===== src/rtl/dice_pkg.sv =====
// Shared types and constants for the dice roll scheduler.
package dice_pkg;

  typedef enum logic [1:0] {
    IDLE,
    ROLL,
    SETTLE,
    SHOW
  } state_t;

  localparam int DICE_W = 3;
  localparam logic [DICE_W-1:0] DICE_MIN = 3'd1;
  localparam logic [DICE_W-1:0] DICE_MAX = 3'd6;

endpackage


===== src/rtl/btn_debounce.sv =====
// Synchronises one raw button, debounces it and emits a one-cycle pulse
// when the debounced level rises.
module btn_debounce #(
  parameter int DEB_CYCLES = 4
) (
  input  logic clk,
  input  logic reset,
  input  logic btn,
  output logic rise
);

  localparam int CW = $clog2(DEB_CYCLES + 1);

  logic          sync1;
  logic          sync2;
  logic          level;
  logic [CW-1:0] cnt;

  // The counter only advances while the synchronised input disagrees with
  // the accepted level; any agreeing sample restarts the stability window.
  always_ff @(posedge clk or negedge reset) begin
    if (!reset) begin
      sync1 <= 1'b0;
      sync2 <= 1'b0;
      level <= 1'b0;
      cnt   <= '0;
      rise  <= 1'b0;
    end else begin
      sync1 <= btn;
      sync2 <= sync1;
      rise  <= 1'b0;
      if (sync2 == level) begin
        cnt <= '0;
      end else if (cnt == CW'(DEB_CYCLES - 1)) begin
        cnt   <= '0;
        level <= sync2;
        rise  <= sync2;
      end else begin
        cnt <= cnt + 1'b1;
      end
    end
  end

endmodule


===== src/rtl/dice_roll_scheduler.sv =====
// Shares one dice datapath between several players: debounced requests,
// round-robin grant, timed spin, face capture and saturating scores.
module dice_roll_scheduler
  import dice_pkg::*;
#(
  parameter int NUM_PLAYERS = 2,
  parameter int DEB_CYCLES  = 4,
  parameter int ROLL_CYCLES = 8,
  parameter int HOLD_CYCLES = 16,
  parameter int SCORE_W     = 8
) (
  input  logic                           clk,
  input  logic                           reset,
  input  logic [NUM_PLAYERS-1:0]         btn,
  input  logic [DICE_W-1:0]              dice_value,
  output logic                           roll_en,
  output logic [1:0]                     player_sel,
  output logic [DICE_W-1:0]              result,
  output logic                           result_valid,
  output logic                           busy,
  output logic [NUM_PLAYERS-1:0]         pending,
  output logic [NUM_PLAYERS*SCORE_W-1:0] score
);

  localparam int CNT_MAX = (ROLL_CYCLES > HOLD_CYCLES) ? ROLL_CYCLES : HOLD_CYCLES;
  localparam int CNT_W   = $clog2(CNT_MAX + 1);

  state_t                   state;
  logic [CNT_W-1:0]         cnt;
  logic [NUM_PLAYERS-1:0]   rise;
  logic [NUM_PLAYERS-1:0]   req;
  logic [NUM_PLAYERS-1:0]   grant_mask;
  logic                     grant_valid;
  logic [1:0]               grant_idx;
  logic                     face_ok;
  logic [SCORE_W-1:0]       score_r [NUM_PLAYERS];

  function automatic logic [SCORE_W-1:0] sat_add(input logic [SCORE_W-1:0] a,
                                                 input logic [DICE_W-1:0]  d);
    logic [SCORE_W:0] s;
    s = {1'b0, a} + {{(SCORE_W + 1 - DICE_W){1'b0}}, d};
    return s[SCORE_W] ? '1 : s[SCORE_W-1:0];
  endfunction

  for (genvar g = 0; g < NUM_PLAYERS; g++) begin : g_btn
    btn_debounce #(.DEB_CYCLES(DEB_CYCLES)) u_deb (
      .clk   (clk),
      .reset (reset),
      .btn   (btn[g]),
      .rise  (rise[g])
    );
    assign score[g*SCORE_W +: SCORE_W] = score_r[g];
  end

  assign req     = pending | rise;
  assign face_ok = (dice_value >= DICE_MIN) && (dice_value <= DICE_MAX);

  // Fresh edges join the request set directly so an idle block grants one
  // cycle after the debounced edge; the scan descends so the nearest
  // requester after the last granted player wins.
  always_comb begin
    grant_valid = 1'b0;
    grant_idx   = '0;
    if (state == IDLE) begin
      for (int k = NUM_PLAYERS; k >= 1; k--) begin
        if (req[(int'(player_sel) + k) % NUM_PLAYERS]) begin
          grant_valid = 1'b1;
          grant_idx   = 2'((int'(player_sel) + k) % NUM_PLAYERS);
        end
      end
    end
  end

  assign grant_mask = grant_valid ? (NUM_PLAYERS'(1) << grant_idx) : '0;

  always_ff @(posedge clk or negedge reset) begin
    if (!reset) begin
      state        <= IDLE;
      cnt          <= '0;
      roll_en      <= 1'b0;
      result_valid <= 1'b0;
      busy         <= 1'b0;
      player_sel   <= '0;
      result       <= '0;
      pending      <= '0;
      for (int i = 0; i < NUM_PLAYERS; i++) score_r[i] <= '0;
    end else begin
      pending <= req & ~grant_mask;
      case (state)
        IDLE: begin
          if (grant_valid) begin
            state      <= ROLL;
            cnt        <= CNT_W'(ROLL_CYCLES - 1);
            roll_en    <= 1'b1;
            busy       <= 1'b1;
            player_sel <= grant_idx;
          end
        end
        ROLL: begin
          if (cnt == '0) begin
            state   <= SETTLE;
            roll_en <= 1'b0;
          end else begin
            cnt <= cnt - 1'b1;
          end
        end
        SETTLE: begin
          if (face_ok) begin
            state        <= SHOW;
            result       <= dice_value;
            result_valid <= 1'b1;
            cnt          <= CNT_W'(HOLD_CYCLES - 1);
            for (int i = 0; i < NUM_PLAYERS; i++) begin
              if (player_sel == 2'(i)) score_r[i] <= sat_add(score_r[i], dice_value);
            end
          end else begin
            state   <= ROLL;
            roll_en <= 1'b1;
            cnt     <= '0;
          end
        end
        SHOW: begin
          if (cnt == '0) begin
            state        <= IDLE;
            result_valid <= 1'b0;
            busy         <= 1'b0;
          end else begin
            cnt <= cnt - 1'b1;
          end
        end
        default: state <= IDLE;
      endcase
    end
  end

endmodule


===== config.mk =====
export PLATFORM = sky130hd
export DESIGN_NAME = dice_roll_scheduler
export DESIGN_NICKNAME = d
export VERILOG_FILES = /design/src/rtl/dice_pkg.sv /design/src/rtl/btn_debounce.sv /design/src/rtl/dice_roll_scheduler.sv
export SDC_FILE = /design/constraint.sdc
export NUM_CORES = 1
export LEC_CHECK = 0
export CAP_MARGIN = 20
export CELL_PAD_IN_SITES_DETAIL_PLACEMENT = 1
export CELL_PAD_IN_SITES_GLOBAL_PLACEMENT = 1
export CORE_ASPECT_RATIO = 1.4
export CORE_MARGIN = 5
export CORE_UTILIZATION = 41
export CTS_CLUSTER_DIAMETER = 120
export DETAILED_ROUTE_END_ITERATION = 10
export PLACE_DENSITY_LB_ADDON = 0.05
export SLEW_MARGIN = 25
export SYNTH_ARGS = -nofsm -noshare
export SYNTH_HDL_FRONTEND = slang
export SYNTH_SLANG_ARGS = --single-unit

===== constraint.sdc =====
create_clock -name clk -period 5 [get_ports clk]
set_clock_uncertainty 0.1 [all_clocks]
set_input_delay 0.75 -clock clk [delete_from_list [all_inputs] [get_ports clk]]
set_output_delay 0.75 -clock clk [all_outputs]
set_load 0.02 [all_outputs]

==> out/qor.csv <==
stage,metric,value,unit
detailed_routing,wire_per_inst,17.7,um
floorplanning,start_util,0.423,
synthesis,synth_cell_types,55,
detailed_routing,antenna_left,0,
synthesis,yosysTopAreaCell,dfrtp_1,
timing,grt_setup_unrepaired,false,
min_path,hp-class,reg2reg,
power,sequentialPowerShare,0.433,
final_layout,regArea,0.00115,sq mm
synthesis,synth_ff_type,dfrtp_1,
final_layout,drive_gt1_frac,0.116,
power,powerDensity,503,mW/mm^2
power,p_sw_frac,0.395,
grt,grt_max_degree,47,
floorplanning,die_x,74.1,um
floorplanning,num_rows,32,
power,p_switching,0.556,mW
synthesis,synth_area_leaders,"dfrtp_1 (49%), ha_1 (5.3%), mux2i_1 (3.4%), nand2_1 (3.2%), mux2_2 (2.4%)",
grt,antenna_found_initial,0,
grt,grt_pass1_wl,9.16,mm
synthesis,synth_fa_ha_area_frac,0.0701,
power,power_leakage,1.30,nW
critical_path,cp_data_required_time,5.06,ns
clocking,ctsLongestPathBuffers,2,
timing,holdWs,0.265,ns
timing,tightestPinTransition,0.594,ns
clocking,cts-resized-gates,0,
synthesis,syn_inst,208,
power,finalPower,1.41,mW
clocking,htree_levels,2,
timing,timing.fmax,367,MHz
synthesis,synth.most_common_cell,dfrtp_1,
final_layout,nNetsFinal,260,
synthesis,muxShareOfSynthArea,0.0691,
detailed_routing,first_pass_iters,4,
timing,fin_ws,2.28,ns
clocking,cts_tree,built,
detailed_routing,vias,1741,
detailed_routing,drt_iter0_drc,35,
power,pwr-share-clk,0.172,
synthesis,synth_nets,227,
grt,grt_pass1_vias,1932,
clocking,clkSlewWorstSetupHoldPaths,0.10,ns
clocking,cts_root_buf,clkbuf_8,
flow_run,maxCapViolations,0,
final_layout,num-fill-cells,599,
synthesis,synthTopCellsByCount,"dfrtp_1 (46), nand2_1 (20), a21oi_1 (11)",
clocking,clock_latency,0.30,ns
synthesis,async_reset_ff_frac,1.00,
synthesis,synth_seq_cells,46,
detailed_routing,drt-total-wl,5.48,mm
final_layout,area_delta_synth_final,19.0,%
critical_path,start_kind,input port,
place,place_inst,302,
synthesis,avgSynthCellArea,11.3,sq um
critical_path,arrival,2.79,ns
timing,fin_tns_setup,0,ns
floorplanning,dieArea,0.00738,sq mm
timing,fin_crit_sh,0.545,
grt,track_usage,0.159,
clocking,cts_hold_buf,0,
place,dpl.hpwl,4.09,mm
clocking,postCtsSetupBuffers,0,
timing,max_slew_margin,0.604,
critical_path,worst-path-max-fanout,8,
timing,finalHoldViolCount,0,
detailed_routing,viasPerCell,5.62,
clocking,numCtsBuffers,5,
synthesis,synth_compound_area_frac,0.118,
timing,finalSetupViolCount,0,
outcome,status,completed,
final_layout,multi_input_area,0.00114,sq mm
synthesis,synth_edf_count,0,
place,dp_slack,1.95,ns
synthesis,synth_xor_area_frac,0.0186,
synthesis,synth_top_family_by_area,simple AND/OR/NAND/NOR gates,
power,power_frac_comb,0.395,
critical_path,worstSetupEndpointType,flop,
floorplanning,core,0.00557,sq mm
synthesis,synthSimpleGateAreaFrac,0.207,
clocking,clock_sinks,46,
floorplanning,die_h,99.7,um
final_layout,final_cell_area,0.00280,sq mm
place,port-buffer-count,31,
critical_path,crit_type,in2reg,
grt,grt_overflow,0,
detailed_routing,drc,0,
place,place_congestion,0.792,
floorplanning,io_pins,33,
synthesis,synth_largest_type_area_fraction,0.489,
final_layout,stdcell_count,310,
power,internal_power,0.853,mW
final_layout,final_util,0.503,
timing,slew_viol_final,0,
synthesis,synth.yosys.warnings,0,
synthesis,seq_area_frac_synth,0.489,
place,place_area,0.00271,sq mm
synthesis,netlist_area,0.00235,sq mm
timing,finalCriticalPeriod,2.72,ns
final_layout,n_antenna_cell,0,
power,peakVddDrop,217,uV
area by class of cell:
cell class,instances,area share
Clock inverter,3,0.00893
Tap cell,68,0.0304
Inverter,6,0.00804
Multi-Input combinational cell,151,0.407
Sequential cell,46,0.411
Clock buffer,5,0.0246
Timing Repair Buffer,31,0.110
critical path, cell delays in order:
cell and delay, ns:
clkdlybuf4s50_1 0.56, ha_1 0.31, fa_1 0.41, a21o_1 0.20
and4_2 0.27, nand4_4 0.14, a41oi_1 0.13
layout by cell type (no fill, tap or decap), types with 2 or more instances in the layout:
| master | synthesis | final |
|---|---|---|
| a21o_1 | 2 | 2 |
| a21oi_1 | 11 | 11 |
| a22oi_1 | 2 | 2 |
| a31oi_1 | 2 | 2 |
| a41oi_1 | 3 | 3 |
| and3_1 | 6 | 6 |
| and3b_1 | 3 | 3 |
| clkbuf_8 | 0 | 5 |
| clkdlybuf4s50_1 | 0 | 30 |
| dfrtp_1 | 46 | 46 |
| fa_1 | 2 | 2 |
| ha_1 | 10 | 10 |
| inv_1 | 6 | 6 |
| mux2_2 | 5 | 5 |
| mux2i_1 | 8 | 8 |
| nand2_1 | 20 | 20 |
| nand3_1 | 8 | 8 |
| nand4_1 | 3 | 3 |
| nand4_4 | 2 | 2 |
| nor2_1 | 10 | 10 |
| nor2b_1 | 5 | 5 |
| nor3_1 | 3 | 3 |
| nor3b_1 | 2 | 2 |
| o21ai_0 | 9 | 9 |
| o21ai_1 | 2 | 2 |
| or3_1 | 2 | 2 |
| xnor2_1 | 3 | 3 |
| xor2_1 | 2 | 2 |
registers in the layout, summed over array words and instances, names as in the netlist, 3 cells and up:
register and cells:
result 3, score 16, cnt 5, g_btn.u_deb.cnt 6
cell families (layout without fill, tap and decap cells):
group / Yosys count / in the layout
AO/OA/AOI/OAI: 42 / 42
AND/OR/NAND/NOR: 76 / 76
multiplexers: 15 / 15
flip-flops: 46 / 46
adder cells (fa/ha/maj): 12 / 12
other: 1 / 1
XOR/XNOR: 5 / 5
buffers and inverters: 11 / 45
power groups by stage:
stage	combinational (mW)	clock, mW	sequential (mW)
4_1_cts	0.569	0.251	0.611
5_1_grt	0.609	0.265	0.629
3_5_place_dp	0.565	0	0.618
3_3_place_gp	0.536	0	0.607
2_1_floorplan	0.326	0	0.634
6_report	0.557	0.242	0.611
routing by layer:
metal | GRT usage | part of all wire
met3 | 0.0273 | 0.026
met1 | 0.175 | 0.40
met2 | 0.296 | 0.55
met5 | 0 | 0
met4 | 0.0530 | 0.016
final timing paths:
path,slack (ns),depth (start not counted),to,startpoint
max in group asynchronous,4.06,1,score[12],reset
min,0.27,0,g_btn[0].u_deb.sync2,g_btn[0].u_deb.sync1
min in group asynchronous,0.34,1,score[3],reset
max reg2reg,2.86,4,score[14],state[0]
max,2.28,7,score[5],dice_value[0]
min reg2reg,0.27,0,g_btn[0].u_deb.sync2,g_btn[0].u_deb.sync1
Power figures use the tool's default switching activity.
